**config.mk**
```make
export PLATFORM = sky130hd
export DESIGN_NAME = instr_fetch_unit
export DESIGN_NICKNAME = d
export VERILOG_FILES = /design/src/rtl/instr_fetch_unit.sv
export SDC_FILE = /design/constraint.sdc
export NUM_CORES = 1
export LEC_CHECK = 0
export CAP_MARGIN = 30
export CELL_PAD_IN_SITES_DETAIL_PLACEMENT = 1
export CELL_PAD_IN_SITES_GLOBAL_PLACEMENT = 2
export CORE_UTILIZATION = 30
export DETAILED_ROUTE_END_ITERATION = 8
export PLACE_DENSITY = 0.76
export RECOVER_POWER = 100
export SETUP_SLACK_MARGIN = 0.3
export SYNTH_ARGS = -nofsm -noshare
export SYNTH_HDL_FRONTEND = slang
export SYNTH_SLANG_ARGS = --single-unit
```
**constraint.sdc**
```tcl
create_clock -name clk -period 2.8 [get_ports clk]
set_input_delay 0.42 -clock clk [delete_from_list [all_inputs] [get_ports clk]]
set_output_delay 0.42 -clock clk [all_outputs]
set_load 0.02 [all_outputs]
```
**src/rtl/instr_fetch_unit.sv**
```systemverilog
// ============================================================================
// Module      : instr_fetch_unit
// Description : PC owner and fetch stage for the 16-bit instruction memory,
//               with one-entry skid buffer and execute-driven redirect.
// Revision    : 1.0 - initial release
// ============================================================================
`default_nettype none

module instr_fetch_unit #(
    parameter int                ADDR_W    = 15,
    parameter int                DATA_W    = 16,
    parameter int                MEM_BYTES = 16384,
    parameter logic [ADDR_W-1:0] RESET_PC  = '0
) (
    input  logic              clk,
    input  logic              rst,
    input  logic              stall,
    input  logic              redirect,
    input  logic [ADDR_W-1:0] redirect_pc,
    output logic              mem_rb,
    output logic [ADDR_W-1:0] mem_adrb,
    input  logic [DATA_W-1:0] mem_dout,
    output logic              if_valid,
    output logic [DATA_W-1:0] if_instr,
    output logic [ADDR_W-1:0] if_pc
);

    // Last halfword address doubles as the even-address / in-range mask.
    localparam logic [ADDR_W-1:0] PC_LAST = ADDR_W'(MEM_BYTES - 2);

    logic [ADDR_W-1:0] pc_q, pc_d;
    logic              req_valid_q, req_valid_d;
    logic [ADDR_W-1:0] req_pc_q, req_pc_d;
    logic              skid_valid_q, skid_valid_d;
    logic [DATA_W-1:0] skid_instr_q, skid_instr_d;
    logic [ADDR_W-1:0] skid_pc_q, skid_pc_d;
    logic              if_valid_q, if_valid_d;
    logic [DATA_W-1:0] if_instr_q, if_instr_d;
    logic [ADDR_W-1:0] if_pc_q, if_pc_d;

    logic [ADDR_W-1:0] pc_inc;

    assign mem_rb   = !rst && !stall;
    assign mem_adrb = pc_q;
    assign pc_inc   = (pc_q == PC_LAST) ? '0 : pc_q + ADDR_W'(2);

    assign if_valid = if_valid_q;
    assign if_instr = if_instr_q;
    assign if_pc    = if_pc_q;

    always_comb begin
        pc_d         = pc_q;
        req_valid_d  = mem_rb;
        req_pc_d     = mem_adrb;
        skid_valid_d = skid_valid_q;
        skid_instr_d = skid_instr_q;
        skid_pc_d    = skid_pc_q;
        if_valid_d   = if_valid_q;
        if_instr_d   = if_instr_q;
        if_pc_d      = if_pc_q;

        if (redirect) begin
            // Anything in flight or buffered belongs to the abandoned path.
            pc_d         = redirect_pc & PC_LAST;
            req_valid_d  = 1'b0;
            skid_valid_d = 1'b0;
            if_valid_d   = 1'b0;
        end else if (stall) begin
            // No issue happens while stalled, so the skid never needs a second slot.
            if (req_valid_q) begin
                skid_valid_d = 1'b1;
                skid_instr_d = mem_dout;
                skid_pc_d    = req_pc_q;
            end
        end else begin
            pc_d = pc_inc;
            if (skid_valid_q) begin
                if_valid_d   = 1'b1;
                if_instr_d   = skid_instr_q;
                if_pc_d      = skid_pc_q;
                skid_valid_d = 1'b0;
            end else begin
                if_valid_d = req_valid_q;
                if_instr_d = mem_dout;
                if_pc_d    = req_pc_q;
            end
        end
    end

    always_ff @(posedge clk) begin
        if (rst) begin
            pc_q         <= RESET_PC;
            req_valid_q  <= 1'b0;
            req_pc_q     <= '0;
            skid_valid_q <= 1'b0;
            skid_instr_q <= '0;
            skid_pc_q    <= '0;
            if_valid_q   <= 1'b0;
            if_instr_q   <= '0;
            if_pc_q      <= '0;
        end else begin
            pc_q         <= pc_d;
            req_valid_q  <= req_valid_d;
            req_pc_q     <= req_pc_d;
            skid_valid_q <= skid_valid_d;
            skid_instr_q <= skid_instr_d;
            skid_pc_q    <= skid_pc_d;
            if_valid_q   <= if_valid_d;
            if_instr_q   <= if_instr_d;
            if_pc_q      <= if_pc_d;
        end
    end

endmodule

`default_nettype wire

```
==> impl_metrics.yaml <==
sta:
  fmax_mhz: 454.5
  final_max_slew_viol_count: 0
  report.final.setup_viol: 0
  setup_slack_ns: 0.5997
  period_minus_slack_ns: 2.200
  setup_tns_ns: 0
  slew_headroom_pct: 15.99
  worstMarginPinSlew_ns: 1.260
  whs_ns: 0.4451
  hold_viol: 0
  rsz0062_at_grt: "false"
  skew_ns: 0.004522
  period_share_pct: 78.58
global_route:
  grt_pass1_vias: 3097
  busiest_layer: "met2"
  met2_usage_pct: 24.97
  antenna_found_initial: 0
  overflow: 0
  use_met3_pct: 2.912
  grt_usage_pct: 15.96
  grt_max_degree: 63
  grt_pass1_wl_um: 16040
  gr-usage-met1_pct: 21.31
cells_and_area:
  final_nets: 519
  final_cell_area_sq_um: 4981
  syn_to_final_growth_pct: 32.04
  antenna_cells: 0
  stdcell_count: 656
  layout-drive-gt1-share_pct: 6.352
placed_design:
  dp_cells: 640
  place_area_sq_um: 4747
  place.gp.congestion: 0.7519
  portBuffers: 80
  hpwl_um: 6422
  dp_slack_ns: 0.7032
synth:
  synth_cell_type_count: 38
  syn_area_sq_um: 3772
  syn-num-nets: 452
  synth-edff-count: 0
  netlist_instances: 416
  yosysSeqAreaShare_pct: 50.41
  avgSynthCellArea_sq_um: 9.068
  yosysWarnings: 0
  synthFlopType: "dfxtp_1"
  synth-async-reset-ratio_pct: 0
  ys_seq_elements: 95
detailed_routing:
  drt-total-wl_um: 9746
  ant_nets: 0
  routed_via_density: 4.750
  dr.first_iter.drc_count: 131
  vias: 3116
  wire_per_inst_um: 14.86
  dr.pass1.iters: 4
  route.detailed.drc: 0
run_status:
  status: "completed"
die:
  die_h_um: 114.1
  ioPinCount: 83
  dieArea_sq_um: 13030
  core_area_sq_um: 12110
  die_width_um: 114.1
  floorplan.initialDensity_pct: 31.15
  fp-row-count: 40
critical_path:
  crit_path_start_kind: "input pin"
  path_cells: "dlygate4sd3_1 > clkbuf_1 > nor2_4 > clkbuf_4 > nor2_1 > a211oi_1"
  cp.required_ns: 3.03
  critPathSlowestCell: "clkbuf_4"
  cp_top_family: "buffers and inverters"
  critical_path_arrival_ns: 2.43
  crit_type: "in2reg"
  crit_path_max_incr_delay_ns: 0.60
  crit_buf_inv: 3
  cp-end-kind: "flip-flop"
  crit_fanout: 62
job:
  drv_cap: 0
power_and_ir_drop:
  pwr-share-comb_pct: 10.8
  powerDensity_nw_per_um2: 609.2
  switchingPower_w: 0.0007385
  clkPwrFrac_pct: 41.4
  p_seq_share_pct: 47.8
  p_int_w: 0.002296
  ir_worst_vdd_mv: 0.2292
  swShare_pct: 24.34
  power.leakage_nw: 1.804
clocking:
  cts_resized: 0
  max-clock-path-buffers: 2
  clock_latency_ns: 0.34
  clock_sinks: 95
  cts_setup_buffers: 0
  cts_made_buffers: 9
  hold_buffers: 0
  cts.clk_slew.worst_paths_ns: 0.07
  cts-htree-levels: 3
  cts_root_buf: "clkbuf_16"
  cts_tree: "done"
min_path:
  min_path_type: "reg2reg"
-- flip-flops by register name, summed over array words and instances (netlist names) --
name	flops
skid_instr_q	16
skid_valid_q	1
if_valid	1
mem_adrb	15
req_pc_q	15
req_valid_q	1
if_instr	16
if_pc	15
skid_pc_q	15
-- power by group through the flow --
stage | Clock, W | Sequential [W] | Combinational, W
2_1_floorplan | 0 | 0.00152 | 0.000135
3_3_place_gp | 0 | 0.00148 | 0.000346
3_5_place_dp | 0 | 0.00149 | 0.000352
4_1_cts | 0.00129 | 0.00145 | 0.000354
5_1_grt | 0.00136 | 0.00146 | 0.000358
6_report | 0.00126 | 0.00145 | 0.000328
-- cell type report --
class                   count  area, sq um
clock buffers              11        252.7
clock inverters             5        56.30
fillers                  1419         7131
inverters                   5        18.77
multi-input cells         283         1685
flip-flops and latches     95         1903
well taps                 168        210.2
repair buffers             89        854.6
-- cell families (layout without fill, tap and decap cells) --
kind of cell             count (synthesis)  count (layout)  synth area share (%)
XOR/XNOR                                10              10                 2.322
flip-flops                              95              95                 50.41
AND/OR/NAND/NOR                        148             148                 18.54
AO/OA/AOI/OAI                           93              93                 16.09
adder cells (fa/ha/maj)                  1               1                0.3316
multiplexers                            31              31                 8.226
buffers and inverters                   38             110                 4.080
-- synthesized netlist by cell type (2+ instances only) --
cell type  count  area share [%]
a21oi_1       42             5.6
inv_1          5            0.50
nor3_1         2            0.27
dfxtp_1       95              50
buf_2          9             1.2
xor2_1         4            0.93
nor2b_1       13             2.2
buf_1          3            0.30
clkbuf_1      21             2.1
nor2_1        39             3.9
a211oi_1      33             6.6
mux2i_1       31             8.2
nand3_1        4            0.53
and3_1        10             1.7
o22ai_1        9             1.5
xnor2_1        6             1.4
nand4_1        4            0.66
nand2_1       66             6.6
-- worst min-delay path: stages, from the launching register on --
cell and delay [ns]:
dfxtp_1 0.31, nand2_1 0.05, a21oi_1 0.05
-- final timing paths --
check	startpoint	endpoint	slack (ns)	depth (start not counted)
worst max-delay path	redirect	if_instr[6]$_SDFFE_PP0P_	0.60	6
worst min-delay path	req_pc_q[3]$_SDFF_PP0_	skid_pc_q[3]$_SDFFE_PP0P_	0.45	2
worst max register to register	mem_adrb[7]$_SDFFE_PP0P_	mem_adrb[12]$_SDFFE_PP0P_	0.72	4
worst min register to register	req_pc_q[3]$_SDFF_PP0_	skid_pc_q[3]$_SDFFE_PP0P_	0.45	2
-- layer usage --
metal,routed length [um],vias up
met5,0,-
met4,187,0
met3,300,13
met2,4525,48
met1,4732,1465
li1,-,1590
-- per-stage QoR --
step | power (W) | util, %
finish | 0.003034 | 41.13
global route | 0.003173 | 41.13
CTS | 0.003103 | 41.75
detailed placement | 0.001837 | 39.19
global placement | 0.001830 | 39.19
floorplan | 0.001655 | -
-- cell usage in the layout, fill, tap and decap left out, drive strengths merged, types with 2 or more instances in the layout --
cell type / count
inv: 5
nor2: 39
mux2i: 31
dlygate4sd3: 49
a211oi: 33
o22ai: 9
xnor2: 6
clkdlybuf4s50: 30
clkbuf: 16
buf: 5
or2: 2
a21oi: 42
and3: 10
nand4: 6
nand3: 4
nor2b: 13
clkinv: 3
dfxtp: 95
nor3: 2
nand2: 66
xor2: 4
(Power assumes the default switching activity.)
